$ cat config.mk
export PLATFORM = sky130hd
export DESIGN_NAME = vision_ctrl
export DESIGN_NICKNAME = d
export VERILOG_FILES = /design/src/rtl/vision_ctrl.sv
export SDC_FILE = /design/constraint.sdc
export NUM_CORES = 1
export LEC_CHECK = 0
export BUFFER_PORTS_ARGS = -buffer_cell sky130_fd_sc_hd__clkbuf_2
export CORE_UTILIZATION = 25
export CTS_CLUSTER_SIZE = 12
export DETAILED_ROUTE_END_ITERATION = 7
export SYNTH_ARGS = -nofsm -noshare
export SYNTH_HDL_FRONTEND = slang
export SYNTH_SLANG_ARGS = --single-unit
$ cat constraint.sdc
create_clock -name clk -period 5.2 [get_ports clk]
set_input_delay 1.3 -clock clk [delete_from_list [all_inputs] [get_ports clk]]
set_output_delay 1.3 -clock clk [all_outputs]
set_load 0.02 [all_outputs]
$ cat src/rtl/vision_ctrl.sv
// Visual-acuity test sequencer: debounced keys drive a level ladder; passes 2 hits/level, fails on 2 misses.
// Outputs registered, 1-cycle latency from key pulse; no backpressure (keys are one-shot pulses).
module vision_ctrl #(
  parameter logic [19:0] DEB_CNT = 20'd200000,
  parameter logic [31:0] TIMEOUT = 32'd100000000
) (
  input  logic       clk,
  input  logic       rst_n,
  input  logic       key_start_n,
  input  logic       key_ok_n,
  input  logic       key_fail_n,
  output logic [7:0] vision_bcd,
  output logic       ctr_signal,
  output logic [3:0] level_idx,
  output logic       done
);

  typedef enum logic [1:0] {S_IDLE, S_TRIAL, S_DONE} state_t;

  logic [2:0] key_raw;
  logic [2:0] key_p;
  assign key_raw = {key_fail_n, key_ok_n, key_start_n};

  for (genvar k = 0; k < 3; k++) begin : g_deb
    logic        s1_q, s2_q, deb_q;
    logic [19:0] cnt_q;

    // rst_n is active-high here: 1 holds the block in reset
    always_ff @(posedge clk or posedge rst_n) begin
      if (rst_n) begin
        s1_q  <= 1'b1;
        s2_q  <= 1'b1;
        deb_q <= 1'b1;
        cnt_q <= '0;
      end else begin
        s1_q <= key_raw[k];
        s2_q <= s1_q;
        if (s2_q == deb_q) begin
          cnt_q <= '0;
        end else if (cnt_q == DEB_CNT - 20'd1) begin
          deb_q <= s2_q;
          cnt_q <= '0;
        end else begin
          cnt_q <= cnt_q + 20'd1;
        end
      end
    end

    assign key_p[k] = !s2_q && deb_q && (cnt_q == DEB_CNT - 20'd1);
  end

  logic start_p, ok_p, fail_p;
  assign start_p = key_p[0];
  assign ok_p    = key_p[1];
  assign fail_p  = key_p[2];

  function automatic logic [7:0] lvl_bcd(input logic [3:0] i);
    logic [3:0] tenth;
    tenth = i + 4'd1;
    if (i <= 4'd8) return {tenth, 4'd0};
    case (i)
      4'd9:    return 8'h01;
      4'd10:   return 8'h21;
      default: return 8'h51;
    endcase
  endfunction

  state_t      state_q;
  logic [3:0]  idx_q;
  logic [1:0]  hit_q, miss_q;
  logic [31:0] tmr_q;
  logic [7:0]  bcd_q;
  logic        ctr_q, done_q;

  logic ok_only, fail_only, tmo;
  assign ok_only   = ok_p & ~fail_p;
  assign fail_only = fail_p & ~ok_p;
  assign tmo       = (tmr_q == TIMEOUT - 32'd1);

  always_ff @(posedge clk or posedge rst_n) begin
    if (rst_n) begin
      state_q <= S_IDLE;
      idx_q   <= '0;
      hit_q   <= '0;
      miss_q  <= '0;
      tmr_q   <= '0;
      bcd_q   <= 8'hFF;
      ctr_q   <= 1'b0;
      done_q  <= 1'b0;
    end else begin
      done_q <= 1'b0;
      // start wins over any response, in every state
      if (start_p) begin
        state_q <= S_TRIAL;
        idx_q   <= '0;
        hit_q   <= '0;
        miss_q  <= '0;
        tmr_q   <= '0;
        bcd_q   <= lvl_bcd(4'd0);
        ctr_q   <= 1'b0;
      end else if (state_q == S_TRIAL) begin
        if (ok_only) begin
          tmr_q <= '0;
          if (hit_q == 2'd1) begin
            if (idx_q == 4'd11) begin
              state_q <= S_DONE;
              bcd_q   <= 8'h51;
              ctr_q   <= 1'b1;
              done_q  <= 1'b1;
            end else begin
              idx_q  <= idx_q + 4'd1;
              hit_q  <= '0;
              miss_q <= '0;
              bcd_q  <= lvl_bcd(idx_q + 4'd1);
            end
          end else begin
            hit_q <= hit_q + 2'd1;
          end
        end else if (fail_only || tmo) begin
          tmr_q <= '0;
          if (miss_q == 2'd1) begin
            state_q <= S_DONE;
            bcd_q   <= (idx_q == 4'd0) ? 8'h00 : lvl_bcd(idx_q - 4'd1);
            ctr_q   <= 1'b1;
            done_q  <= 1'b1;
          end else begin
            miss_q <= miss_q + 2'd1;
          end
        end else begin
          tmr_q <= tmr_q + 32'd1;
        end
      end
    end
  end

  assign vision_bcd = bcd_q;
  assign ctr_signal = ctr_q;
  assign level_idx  = idx_q;
  assign done       = done_q;

endmodule

==> metrics.cfg <==
[critical_path]
crit_chain = ha_1, nand4_2, or4_4, o2111a_1, or4_1, or4_1, nand3_1
crit_path_frequent_cell = or4_1
reg2reg_to = tmr_q[5]
crit_fanout = 21
required_ns = 5.56
r2r_slack_ns = 1.93
start_kind = flop
cpMaxStageDelayCell = or4_1
r2r_cells = 7
cp.arrival_ns = 3.63
cp-end-kind = flop
startpoint = g_deb[2].cnt_q[0]
critPathKind = reg -> reg
rr_startpoint = g_deb[2].cnt_q[0]
cpPeakStageDelay_ns = 0.72

[run]
drv_cap = 0

[layout]
finalNetCount = 743
drive_gt1_share_pct = 11.3
num_antenna_cells = 0
area_delta_synth_final_pct = 16.5
fill_cells = 2656

[clock_network]
root_buffer = clkbuf_16
clk_pin_slew_worst_paths_ns = 0.06
cts_max_path_buffers = 2
cts_buffers = 17
cts_hold_buf = 0
clock_sinks = 118
cts_tree = built
clk_latency_ns = 0.42
post_cts_buffers = 0
cts_resized = 0
htree_levels = 4

[sta]
rsz0062_at_grt = no
period_needed_ns = 3.27
worst_pin_slew_ns = 1.07
setup_viol_count_final = 0
hold_violations = 0
slew_headroom_pct = 28.1
max_freq_ghz = 0.306
fin_crit_sh_pct = 62.9
final_max_slew_viol_count = 0
setup_tns_ns = 0
holdWs_ns = 0.355
final.setup_skew_ns = 0.0128

[grt]
grt_max_degree = 53
grt_pass1_vias = 4790
antenna_found_initial = 0
grt_pass1_wl_mm = 23.0
gr-usage-all-layers_pct = 10.8
grt-ovfl-total = 0

[floorplanning]
die_w_um = 163
fp.dieH_um = 163
fp.coreArea_um2 = 25300
io_pins = 19
die_area_um2 = 26500
initial_core_util_pct = 25.6
floorplan.rows = 58

[power_and_ir_drop]
pwr_density_cell_nw_per_um2 = 300
leakagePower_nw = 3.09
ir_drop_uv = 210

[routing]
drt_iter0_markers = 356
routedWlPerCell_um = 12.6
postRouteWirelength_mm = 13.4
via_per_inst = 4.71
vias = 5026
dr.pass1.iters = 6
drcViolationCount = 0
antenna_left = 0

[logic_synthesis]
syn_nets = 730
postSynthCellCount = 711
synth.distinct_cells = 60
synth_top_area_cell = dfrtp_1
synth_area_leaders = dfrtp_1 (40%), nor2_1 (7.3%), dfstp_2 (6.1%)
synth_edf_count = 0
synth_seq_cells = 118
ys_seq_area_share_pct = 45.9
ys.flop_type = dfrtp_1
synth_top_area_share_pct = 39.8
syn_avg_cell_area_um2 = 9.10
synth_area_um2 = 6470
async_flop_share_pct = 100
yosys_warnings = 0

[placed_design]
hpwlAfterDp_mm = 9.07
port_buffers = 18
gp_congestion = 0.845

[hold_path]
hp-class = reg -> reg
hold_depth = 0
hold_path_end = g_deb[1].s2_q
hp-start = g_deb[1].s1_q

[outcome]
status = finished clean

-- layer usage --
layer,vias up,wire (um),GRT usage (%)
met2,80,6040,16.2
met3,18,433,2.75
met5,-,0,0
met1,2416,6710,14.4
met4,0,240,4.76
li1,2512,-,-
-- Yosys cell counts (4+ instances only) --
master,count
and4_1,7
nand4_1,28
or3_1,7
nor2b_1,6
dfstp_2,15
a31oi_1,4
ha_1,14
o21ai_0,18
dfrtp_1,103
o31ai_1,4
nor4_1,10
nand2_1,58
xor2_1,41
a21oi_1,16
mux2_2,7
or4_1,8
nor2_1,125
nand3_1,45
and2_1,7
nor4b_1,6
inv_1,26
nor3_1,25
xnor2_1,37
and3_1,19
clkbuf_1,21
-- metrics by stage --
step	area [um^2]	util, %	cells	power [mW]	setup WS [ns]
final	7530	29.8	1067	2.26	1.93
after global routing	7530	29.8	1067	2.34	1.71
after CTS	7530	29.8	1067	2.29	1.93
after detailed placement	6890	27.3	1035	0.995	1.93
after global placement	6890	27.3	1035	0.994	2.00
after floorplan	6470	-	711	0.981	0.796
-- layout by cell type, fill, tap and decap left out, types with 18 or more instances in the layout --
master and count:
inv_1 25, nand2_1 58, nand3_1 45, nor2_1 125
xor2_1 41, nand4_1 28, and3_1 19, dfrtp_1 103
clkbuf_2 18, nor3_1 25, o21ai_0 18, xnor2_1 37
-- flip-flops by register name, summed over array words and instances (netlist names) --
register and cells:
g_deb.cnt_q 60, tmr_q 32, vision_bcd 6, level_idx 4, g_deb.deb_q 3, g_deb.s1_q 3
g_deb.s2_q 3, hit_q 2, miss_q 2, state_q 2, done 1
-- power breakdown --
part	total (mW)	internal (mW)	switching, mW
clock network	1.29	0.862	0.423
registers	0.936	0.929	0.00686
logic	0.0416	0.00934	0.0322
total	2.26	1.80	0.462
-- logic make-up (layout without fill, tap and decap cells) --
| family | Yosys count | after routing | synth area share (%) |
|---|---|---|---|
| AOI/OAI and AO/OA | 70 | 70 | 7.35 |
| buffers and inverters | 53 | 79 | 3.21 |
| and+or+nand+nor | 368 | 368 | 28.5 |
| xor gates and xnor gates | 78 | 78 | 10.6 |
| muxes | 9 | 9 | 1.53 |
| DFF | 118 | 118 | 45.9 |
| adders and majority gates | 15 | 15 | 2.86 |
-- worst max path at each step --
stage	cells past startpoint	end	slack, ns
2_1_floorplan	1	done	0.80
3_3_place_gp	7	tmr_q[4]	2.00
3_5_place_dp	7	tmr_q[5]	1.93
4_1_cts	7	tmr_q[4]	1.93
5_1_grt	7	tmr_q[3]	1.71
6_report	7	tmr_q[5]	1.93
-- area by class of cell --
| cell class | count | area, um^2 | share of cell area, % |
|---|---|---|---|
| inverter | 26 | 100 | 1.33 |
| clock inverter | 12 | 201 | 2.67 |
| timing repair buffer | 21 | 113 | 1.49 |
| multi-input combinational | 540 | 3290 | 43.7 |
| tap | 330 | 413 | 5.48 |
| sequential | 118 | 2970 | 39.4 |
| clock buffer | 20 | 447 | 5.93 |
-- worst max-delay path, delay by kind of cell (launching register included) --
kind | cells | cell delay [ns]
AND/OR/NAND/NOR | 5 | 2.03
AO/OA/AOI/OAI | 1 | 0.54
flip-flops | 1 | 0.39
adder cells (fa/ha/maj) | 1 | 0.25
Power figures use the tool's default switching activity.
